--- config.mk ---
export PLATFORM = sky130hd
export DESIGN_NAME = rou_buf_alloc_flat
export DESIGN_NICKNAME = d
export VERILOG_FILES = /design/src/rtl/rou_buf_alloc_pkg.sv /design/src/rtl/rou_buf_alloc_if.sv /design/src/rtl/rou_buf_alloc_free_pick.sv /design/src/rtl/rou_buf_alloc.sv /design/src/flat_wrapper.sv
export SDC_FILE = /design/constraint.sdc
export NUM_CORES = 1
export LEC_CHECK = 0
export BUFFER_PORTS_ARGS = -buffer_cell sky130_fd_sc_hd__buf_4
export CAP_MARGIN = 20
export CORE_UTILIZATION = 44
export DETAILED_ROUTE_END_ITERATION = 10
export GPL_TIMING_DRIVEN = 1
export PLACE_DENSITY = 0.67
export SETUP_SLACK_MARGIN = 0.05
export SLEW_MARGIN = 20
export SYNTH_ARGS = -nofsm -noshare
export SYNTH_HDL_FRONTEND = slang
export SYNTH_SLANG_ARGS = --single-unit
--- constraint.sdc ---
create_clock -name clk -period 12.4 [get_ports clk]
set_clock_uncertainty 0.05 [all_clocks]
set_input_delay 3.72 -clock clk [delete_from_list [all_inputs] [get_ports clk]]
set_output_delay 3.72 -clock clk [all_outputs]
set_load 0.01 [all_outputs]
--- src/rtl/rou_buf_alloc_pkg.sv ---
// Shared types and helpers for the roubus buffer-pool allocator.
package rou_alloc_pkg;

  localparam int unsigned NREQ  = 3;
  localparam int unsigned IDX_W = 6;

  typedef logic [NREQ-1:0]  req_vec_t;
  typedef logic [IDX_W-1:0] buf_idx_t;

  function automatic logic [5:0] popcount(input logic [31:0] v);
    logic [5:0] c;
    c = '0;
    for (int unsigned i = 0; i < 32; i++) begin
      c = c + {5'd0, v[i]};
    end
    return c;
  endfunction

endpackage

--- src/rtl/rou_buf_alloc_if.sv ---
// Request/grant, release and status signals between the allocator and its clients.
interface rou_buf_alloc_if #(
  parameter int unsigned WBUFS = 6
);
  import rou_alloc_pkg::*;

  req_vec_t          req;
  req_vec_t          gnt;
  logic [WBUFS-1:0]  gnt_idx0;
  logic [WBUFS-1:0]  gnt_idx1;
  logic [WBUFS-1:0]  gnt_idx2;
  logic              free0_vld;
  logic              free1_vld;
  logic [WBUFS-1:0]  free0_idx;
  logic [WBUFS-1:0]  free1_idx;
  logic [WBUFS-1:0]  availables;
  logic              almost_empty;
  logic              err;

  modport master (
    output req, free0_vld, free1_vld, free0_idx, free1_idx,
    input  gnt, gnt_idx0, gnt_idx1, gnt_idx2, availables, almost_empty, err
  );

  modport slave (
    input  req, free0_vld, free1_vld, free0_idx, free1_idx,
    output gnt, gnt_idx0, gnt_idx1, gnt_idx2, availables, almost_empty, err
  );

endinterface

--- src/rtl/rou_buf_alloc_free_pick.sv ---
// Finds the three lowest-numbered free buffers and how many (capped at 3) exist.
module rou_free_pick #(
  parameter int unsigned BUFS  = 8,
  parameter int unsigned WBUFS = 6
) (
  input  logic [BUFS-1:0]  occupied_i,
  output logic [WBUFS-1:0] f0_o,
  output logic [WBUFS-1:0] f1_o,
  output logic [WBUFS-1:0] f2_o,
  output logic             v0_o,
  output logic             v1_o,
  output logic             v2_o,
  output logic [1:0]       nfree_o
);

  logic [1:0] cnt;

  always_comb begin
    f0_o = '0;
    f1_o = '0;
    f2_o = '0;
    v0_o = 1'b0;
    v1_o = 1'b0;
    v2_o = 1'b0;
    cnt  = 2'd0;
    for (int unsigned i = 0; i < BUFS; i++) begin
      if (!occupied_i[i]) begin
        case (cnt)
          2'd0:    begin f0_o = WBUFS'(i); v0_o = 1'b1; end
          2'd1:    begin f1_o = WBUFS'(i); v1_o = 1'b1; end
          2'd2:    begin f2_o = WBUFS'(i); v2_o = 1'b1; end
          default: ;
        endcase
        if (cnt != 2'd3) cnt = cnt + 2'd1;
      end
    end
    nfree_o = cnt;
  end

endmodule

--- src/rtl/rou_buf_alloc.sv ---
// Buffer-pool allocator: round-robin grants of lowest free indices, dual-port
// release with error tracking, registered free count and low-watermark flag.
module rou_buf_alloc
  import rou_alloc_pkg::*;
#(
  parameter int unsigned BUFS    = 8,
  parameter int unsigned WBUFS   = 6,
  parameter int unsigned LOWMARK = 2
) (
  input logic            clk,
  input logic            rst_n,
  rou_buf_alloc_if.slave bus
);

  logic [BUFS-1:0]  occ_q, occ_d, clr, alloc, oh0, oh1;
  logic [1:0]       rr_q, rr_d;
  req_vec_t         gnt_q, gnt_d, r_mask;
  logic [WBUFS-1:0] idx0_q, idx1_q, idx2_q, idx0_d, idx1_d, idx2_d;
  logic [WBUFS-1:0] avail_q, avail_d;
  logic             ae_q, ae_d, err_q, err_d;
  logic [WBUFS-1:0] f0, f1, f2, pick;
  logic             v0, v1, v2, hit0, hit1;
  logic [1:0]       nf, ng;
  logic [2:0]       p;

  rou_free_pick #(.BUFS(BUFS), .WBUFS(WBUFS)) u_pick (
    .occupied_i (occ_q),
    .f0_o       (f0),
    .f1_o       (f1),
    .f2_o       (f2),
    .v0_o       (v0),
    .v1_o       (v1),
    .v2_o       (v2),
    .nfree_o    (nf)
  );

  // Scan from rr; the n-th granted port in scan order takes the n-th free index.
  always_comb begin
    r_mask = bus.req & ~gnt_q;
    gnt_d  = '0;
    idx0_d = '0;
    idx1_d = '0;
    idx2_d = '0;
    rr_d   = rr_q;
    ng     = 2'd0;
    p      = 3'd0;
    pick   = '0;
    for (int unsigned k = 0; k < NREQ; k++) begin
      p = {1'b0, rr_q} + 3'(k);
      if (p >= 3'd3) p = p - 3'd3;
      if (r_mask[p[1:0]] && (ng < nf)) begin
        gnt_d[p[1:0]] = 1'b1;
        pick = (ng == 2'd0) ? f0 : (ng == 2'd1) ? f1 : f2;
        case (p[1:0])
          2'd0:    idx0_d = pick;
          2'd1:    idx1_d = pick;
          default: idx2_d = pick;
        endcase
        ng   = ng + 2'd1;
        rr_d = (p == 3'd2) ? 2'd0 : p[1:0] + 2'd1;
      end
    end
  end

  // Only occupied bits can be cleared, so dual or bogus frees never double-count.
  always_comb begin
    for (int unsigned i = 0; i < BUFS; i++) begin
      oh0[i]   = (bus.free0_idx == WBUFS'(i));
      oh1[i]   = (bus.free1_idx == WBUFS'(i));
      alloc[i] = ((ng > 2'd0) && v0 && (f0 == WBUFS'(i))) ||
                 ((ng > 2'd1) && v1 && (f1 == WBUFS'(i))) ||
                 ((ng > 2'd2) && v2 && (f2 == WBUFS'(i)));
    end
    hit0    = |(oh0 & occ_q);
    hit1    = |(oh1 & occ_q);
    clr     = ((bus.free0_vld ? oh0 : '0) | (bus.free1_vld ? oh1 : '0)) & occ_q;
    err_d   = err_q
            | (bus.free0_vld && !hit0)
            | (bus.free1_vld && !hit1)
            | (bus.free0_vld && bus.free1_vld && (bus.free0_idx == bus.free1_idx));
    occ_d   = (occ_q & ~clr) | alloc;
    avail_d = WBUFS'(BUFS) - WBUFS'(popcount(32'(occ_d)));
    ae_d    = (avail_d <= WBUFS'(LOWMARK));
  end

  always_ff @(posedge clk) begin
    if (!rst_n) begin
      occ_q   <= '0;
      rr_q    <= 2'd0;
      gnt_q   <= '0;
      idx0_q  <= '0;
      idx1_q  <= '0;
      idx2_q  <= '0;
      avail_q <= WBUFS'(BUFS);
      ae_q    <= (BUFS <= LOWMARK);
      err_q   <= 1'b0;
    end else begin
      occ_q   <= occ_d;
      rr_q    <= rr_d;
      gnt_q   <= gnt_d;
      idx0_q  <= idx0_d;
      idx1_q  <= idx1_d;
      idx2_q  <= idx2_d;
      avail_q <= avail_d;
      ae_q    <= ae_d;
      err_q   <= err_d;
    end
  end

  assign bus.gnt          = gnt_q;
  assign bus.gnt_idx0     = idx0_q;
  assign bus.gnt_idx1     = idx1_q;
  assign bus.gnt_idx2     = idx2_q;
  assign bus.availables   = avail_q;
  assign bus.almost_empty = ae_q;
  assign bus.err          = err_q;

endmodule

--- src/flat_wrapper.sv ---
// flat-port wrapper written by rule: the top's interface ports become plain ports
module rou_buf_alloc_flat import rou_alloc_pkg::*;
#(
  parameter int unsigned BUFS    = 8,
  parameter int unsigned WBUFS   = 6,
  parameter int unsigned LOWMARK = 2
)
  (clk, rst_n, bus_req, bus_free0_vld, bus_free1_vld, bus_free0_idx, bus_free1_idx, bus_gnt, bus_gnt_idx0, bus_gnt_idx1, bus_gnt_idx2, bus_availables, bus_almost_empty, bus_err);
  rou_buf_alloc_if #(.WBUFS(WBUFS)) bus_i ();
  input logic clk;
  input logic rst_n;
  input wire logic [$bits(bus_i.req)-1:0] bus_req;
  input wire logic [$bits(bus_i.free0_vld)-1:0] bus_free0_vld;
  input wire logic [$bits(bus_i.free1_vld)-1:0] bus_free1_vld;
  input wire logic [$bits(bus_i.free0_idx)-1:0] bus_free0_idx;
  input wire logic [$bits(bus_i.free1_idx)-1:0] bus_free1_idx;
  output wire logic [$bits(bus_i.gnt)-1:0] bus_gnt;
  output wire logic [$bits(bus_i.gnt_idx0)-1:0] bus_gnt_idx0;
  output wire logic [$bits(bus_i.gnt_idx1)-1:0] bus_gnt_idx1;
  output wire logic [$bits(bus_i.gnt_idx2)-1:0] bus_gnt_idx2;
  output wire logic [$bits(bus_i.availables)-1:0] bus_availables;
  output wire logic [$bits(bus_i.almost_empty)-1:0] bus_almost_empty;
  output wire logic [$bits(bus_i.err)-1:0] bus_err;
  assign bus_i.req = bus_req;
  assign bus_i.free0_vld = bus_free0_vld;
  assign bus_i.free1_vld = bus_free1_vld;
  assign bus_i.free0_idx = bus_free0_idx;
  assign bus_i.free1_idx = bus_free1_idx;
  assign bus_gnt = bus_i.gnt;
  assign bus_gnt_idx0 = bus_i.gnt_idx0;
  assign bus_gnt_idx1 = bus_i.gnt_idx1;
  assign bus_gnt_idx2 = bus_i.gnt_idx2;
  assign bus_availables = bus_i.availables;
  assign bus_almost_empty = bus_i.almost_empty;
  assign bus_err = bus_i.err;
  rou_buf_alloc #(.BUFS(BUFS), .WBUFS(WBUFS), .LOWMARK(LOWMARK)) u_core (.clk(clk), .rst_n(rst_n), .bus(bus_i));
endmodule
; ---- Yosys cells after proc, flatten, opt, wreduce, memory -nomap -nowiden
; Cells that the tools add are included.
[op_classes]
n_eq_ne = 65
n_lt_le_gt_ge = 16
bitwise = 14
muxes = 151
n_reduce_logical = 78
n_addsub = 25
[ops]
columns = op, count
row1 = $mux 6, 58
row2 = $eq 6x3->1 const B, 20
row3 = $eq 6x2->1 const B, 10
row4 = $mux 1, 57
row5 = $mux 2, 22
row6 = $logic_and 1x1->1, 37
row7 = $add 6x1->6, 6
row8 = $and 8x8->8, 4
row9 = $eq 6x1->1 const B, 5
row10 = $logic_not 6->1, 5
row11 = $logic_not 2->1, 12
row12 = $add 2x1->2 const B, 11
row13 = $eq 2x1->1 const B, 11
row14 = $mux 3, 6
row15 = $logic_or 1x1->1, 16
row16 = $mux 8, 2
row17 = $or 8x8->8, 2
row18 = $reduce_or 8->1, 2
row19 = $eq 2x2->1 const B, 7
row20 = $ne 2x2->1 const B, 7
row21 = $eq 3x2->1 const B, 3
row22 = $lt 2x3->1 const B, 3
row23 = $not 8->8, 1
row24 = $bmux 1 s2, 3
row25 = 26 further kinds, 39
[word_totals]
output_inout_bits = 29
in_bits = 19
word_cells = 358
reg_bits = 39

; ---- Longest topological paths before layout
[depth]
word_depth = 46
ltp_mapped = 34
ltp_nobuf = 32

; ---- Hierarchy
; A second synthesis with hierarchy kept.
[unflattened]
hier_cells = 503
hier_area_um2 = 3981.3
[by_module_without_submodules]
columns = mod, instances, cells_per_inst, area_each_um2, seq_area_each_um2
row1 = rou_buf_alloc, 1, 383, 3110.5, 760.7
row2 = rou_free_pick, 1, 120, 870.8, 0.0

; ---- Worst setup path after synthesis
; Ideal clock, no wire load.
[synth_path]
path_type = input port to flip-flop
start = input bus_req[0]
end = register u_core.ae_q, in the netlist u_core.bus.almost_empty
t_required_ns = 12.236
setup_time_ns = 0.114
n_path_buf = 2
setup_slack_ns = 3.002
cell_stages = 26
arrival_time_ns = 9.234
path_cell_list = or3b_2 > a21oi_1 > nor2_1 > or4_1 > o221ai_1 > a31oi_1 > buf_4 > inv_2 > ha_1 > clkbuf_1 > nor2_1 > a31oi_1 > nand2_2 > mux2_4 > o2bb2ai_1 > or3_1 > fa_1 > inv_1 > ha_1 > fa_1 > fa_1 > ha_1 > inv_1 > ha_1 > nand2_1 > a2111oi_0
[synth_between]
elab_cells_between_ends = 73
classes_between = add/sub: 10 / order compare: 6 / mux: 9 / bitwise: 2 / reduce/logical: 46
[synth_lines]
columns = element, line
row1 = "start, declared", flat_wrapper.sv:12  ; input wire logic [$bits(bus_i.req)-1:0] bus_req;
row2 = $and 3x3->3 *, rou_buf_alloc.sv:39  ; r_mask = bus.req & ~gnt_q;
row3 = $bmux 1 s2, rou_buf_alloc.sv:51  ; if (r_mask[p[1:0]] && (ng < nf)) begin
row4 = $mux 1 (implied by the code), rou_buf_alloc.sv:51
row5 = $logic_and 1x1->1, rou_buf_alloc.sv:51
row6 = $mux 1, rou_buf_alloc.sv:51
row7 = $lt 1x2->1, rou_buf_alloc.sv:51
row8 = $logic_and 1x1->1, rou_buf_alloc.sv:51
row9 = $mux 2, rou_buf_alloc.sv:51
row10 = [4 not listed], n/a
row11 = $logic_and 1x1->1 (on tied branches) (2 in series), "rou_buf_alloc.sv:70, rou_buf_alloc.sv:71"
row12 = $logic_or 1x1->1, rou_buf_alloc.sv:70  ; alloc[i] = ((ng > 2'd0) && v0 && (f0 == WBUFS'(i))) ||
row13 = $logic_or 1x1->1 *, rou_buf_alloc.sv:71  ; ((ng > 2'd1) && v1 && (f1 == WBUFS'(i))) ||
row14 = $or 8x8->8 *, rou_buf_alloc.sv:81  ; occ_d = (occ_q & ~clr) | alloc;
row15 = named net u_core.occ_d[4], rou_buf_alloc.sv:15  ; logic [BUFS-1:0] occ_q, occ_d, clr, alloc, oh0, oh1;
row16 = $add 6x1->6 * (4 in series), rou_buf_alloc_pkg.sv:14  ; c = c + {5'd0, v[i]};
row17 = $sub 4x6->6 *, rou_buf_alloc.sv:82  ; avail_d = WBUFS'(BUFS) - WBUFS'(popcount(32'(occ_d)));
row18 = $le 6x2->1 *, rou_buf_alloc.sv:83  ; ae_d = (avail_d <= WBUFS'(LOWMARK));
row19 = "end signal, assigned", rou_buf_alloc.sv:95  ; ae_q <= (BUFS <= LOWMARK);
row20 = "end, declared", rou_buf_alloc.sv:20  ; logic ae_q, ae_d, err_q, err_d;
; The timed path passes the listed nets; every way through them passes the cells marked *. The select of a mux whose other input is x is not followed.
; A chain may end at the register's enable or synchronous reset.

; ---- Worst setup path after layout
; Ends and elaborated chain as after synthesis.

==> results.yml <==
critical_path:
  worstReg2RegStart: "u_core.occ_q[0]"
  critical_path_class: "in2reg"
  path_max_fanout: 12
  end_kind: "register"
  rr_endpoint: "u_core.bus.almost_empty"
  cp.arrival_ns: 10.01
  startpoint_type: "primary input"
  ff2ff_setup_slack_ns: 4.15
  critical_path_required_ns: 12.50
  rr_worst_depth: 26
finish:
  final_cells: 571
  antenna_cells: 0
  drive_gt1_share_pct: 15.89
  final_nets: 513
  area_growth_syn_to_layout_pct: 10.79
  n_fill_cell: 768
place:
  portBuffers: 38
  hpwl_mm: 7.310
  pre_cts_slack_ns: 2.229
  gp_congestion: 0.9685
  dpl.cell_count: 563
detailed_routing:
  routed.top_layer: "met4"
  post_drt_wl_per_cell_um: 16.63
  m1WireLength_mm: 4.220
  drt_drc_violations_left: 0
  ant_nets: 0
  drt_wl_total_mm: 9.494
  vias: 3557
  wl_met3_um: 893
  met2_length_mm: 4.215
  via_per_inst: 6.229
  drt_iter0_drc: 396
  drtPass1Iterations: 5
yosys:
  async_flop_share_pct: 0
  post-synth-top-area-cell: "dfxtp_1"
  synth_area_per_cell_um2: 7.393
  synth.area.top_cells: "dfxtp_1 17%, ha_1 7.5%, nand2_1 5.0%"
  ys_top_cells_by_count: "44 x nand2_1, 30 x nor2_1, 29 x dfxtp_1"
  netlist_area_mm2: 0.003327
  synthCells: 450
  yosysWarnings: 0
  yosysSeqAreaShare_pct: 17.45
  synth_edf_count: 0
  synth.distinct_cells: 78
  synth_most_common_cell: "nand2_1"
  ys.flop_type: "dfxtp_1"
  synth_top_area_share_pct: 17.45
  synth_seq_cells: 29
global_routing:
  grt_first_pass_wirelength_mm: 15.17
  first_global_vias: 3032
  grt_max_degree: 22
  grt_use_total_pct: 24.83
  grt_antenna_before_repair: 0
  grt_overflow_total: 0
power_and_ir_drop:
  pwr-share-seq_pct: 14.7
  power.switching_mw: 0.5879
  powerDensity_mw_per_mm2: 300.5
  comb_power_share_pct: 78.0
  swShare_pct: 53.08
  p_leak_nw: 1.411
  p_int_mw: 0.5197
  clkPwrFrac_pct: 7.4
  peakVddDrop_uv: 147.5
cts:
  cts_tree: "built"
  clkTransAtPathRegs_ns: 0.09
  holdBufCountCts: 0
  numCtsBuffers: 5
  clockBufferDepth: 2
  cts_resized: 0
  cts_setup_buffers: 0
  clk-insertion-delay-late_ns: 0.30
  cts-root-buf: "clkbuf_8"
  cts_sinks: 29
  htree_levels: 2
timing:
  rsz0062_at_grt: "no"
  finalHoldViolCount: 0
  fin_tns_setup_ns: 0
  fmax_mhz: 100.9
  worst_hold_slack_ns: 0.5445
  worst_slack_ns: 2.493
  post-route-period-util_pct: 79.90
  finalSetupViolCount: 0
  relSlewSlack_pct: 30.35
  tightest_slew_ns: 1.040
  period_minus_slack_ns: 9.907
  drv_slew: 0
floorplanning:
  fp-row-count: 31
  die_height_um: 88.96
  num_io_pins: 48
  start_util_pct: 45.62
  die_area_mm2: 0.007913
  coreArea_mm2: 0.007292
  die_x_um: 88.96
hold_path:
  holdPathStages: 2
  min_to: "u_core.bus.err"
  hold_class: "reg2reg"
  min-delay-start: "u_core.bus.err"
run_status:
  status: "complete, no violations"
job:
  drv_cap: 0
[critical path, cell delays in order]
cell       delay, ns
buf_4           0.11
or3b_2          0.19
a21oi_1         0.06
nor2_1          0.42
or4_1           0.19
o221ai_1        0.11
a31oi_1         0.81
inv_2           0.16
ha_1            0.48
nor2_1          0.10
a31oi_1         0.21
nand2_2         0.15
mux2_4          0.31
o2bb2ai_1       0.11
or3_1           0.40
fa_1            0.54
inv_1           0.04
ha_1            0.20
fa_1            0.50
fa_1            0.43
ha_1            0.18
inv_1           0.05
ha_1            0.11
nand2_1         0.05
a2111oi_0       0.36
[final cells by class]
cell class	instances	area [um^2]	share of cell area (%)
clock buffer	5	68.82	1.867
clock inverter	3	17.52	0.4752
inverter	24	90.09	2.444
multi-input combinational	373	2520	68.36
sequential	29	580.6	15.75
tap	99	123.9	3.360
timing repair buffer	38	285.3	7.739
[flip-flops by register name (all words and copies together) (netlist names), 2 cells and up]
| name | flops |
|---|---|
| u_core.bus.gnt | 3 |
| u_core.bus.gnt_idx0 | 3 |
| u_core.occ_q | 8 |
| u_core.bus.gnt_idx1 | 3 |
| u_core.bus.availables | 5 |
| u_core.bus.gnt_idx2 | 3 |
| u_core.rr_q | 2 |
[layout by cell type, fill, tap and decap left out, drive strengths merged, types with 4 or more instances in the layout]
cell    synthesis  final
or3             7      7
a32oi           4      4
nor4b           4      4
a211oi          4      4
o21ai          25     25
inv            24     24
nor3           23     23
a22oi           5      5
nand3b          6      6
conb            1      9
nand4           9      9
nor2b           8      8
nand2          46     46
o211ai          7      7
a21boi          4      4
nand3          21     21
o22ai           7      7
xnor2           8      8
and2           13     13
clkbuf         17      5
ha             20     20
buf            15     38
a21oi          25     25
nand2b          6      6
mux2i           4      4
or3b            5      5
nor4            5      5
dfxtp          29     29
a31oi          13     13
nor2           31     31
[power groups by stage]
| stage | Combinational [mW] | Clock, mW | Sequential (mW) |
|---|---|---|---|
| 2_1_floorplan | 0.652 | 0 | 0.154 |
| 3_3_place_gp | 0.830 | 0 | 0.162 |
| 3_5_place_dp | 0.855 | 0 | 0.164 |
| 4_1_cts | 0.858 | 0.0829 | 0.162 |
| 5_1_grt | 0.986 | 0.0864 | 0.168 |
| 6_report | 0.864 | 0.0816 | 0.162 |
[stage by stage]
step           total power [mW]  util (%)  cell area (um^2)
2_1_floorplan            0.8061         -              3357
6_report                  1.108     50.55              3686
5_1_grt                   1.241     50.55              3686
3_3_place_gp             0.9924     49.37              3600
3_5_place_dp              1.019     49.37              3600
4_1_cts                   1.102     50.55              3686
[cells by family (layout without fill, tap and decap cells)]
kind of cell    Yosys count  after routing  share of synthesized area (%)
compound gates          127            127                          27.46
buf+inv                  56             70                          7.710
other cells               1              9                         0.1127
xor+xnor                  8              8                          2.106
simple gates            199            199                          32.83
flops                    29             29                          17.45
fa+ha+maj                23             23                          9.327
mux                       7              7                          3.008
[layer usage]
layer / track usage [%] / vias up
met1: 35.15 / 1645
met2: 38.60 / 194
met5: 0 / -
met4: 5.916 / 0
li1: - / 1698
met3: 5.263 / 20
[how the worst max path moves through the flow]
stage                              end  slack (ns)       start  depth (start not counted)
2_1_floorplan  u_core.bus.almost_empty        3.00  bus_req[0]                         26
5_1_grt        u_core.bus.almost_empty        1.94  bus_req[0]                         25
3_5_place_dp   u_core.bus.almost_empty        2.23  bus_req[0]                         25
3_3_place_gp   u_core.bus.almost_empty        2.50  bus_req[0]                         25
6_report       u_core.bus.almost_empty        2.49  bus_req[0]                         25
4_1_cts        u_core.bus.almost_empty        2.54  bus_req[0]                         25
No activity file was read; power rests on OpenSTA's default activity.
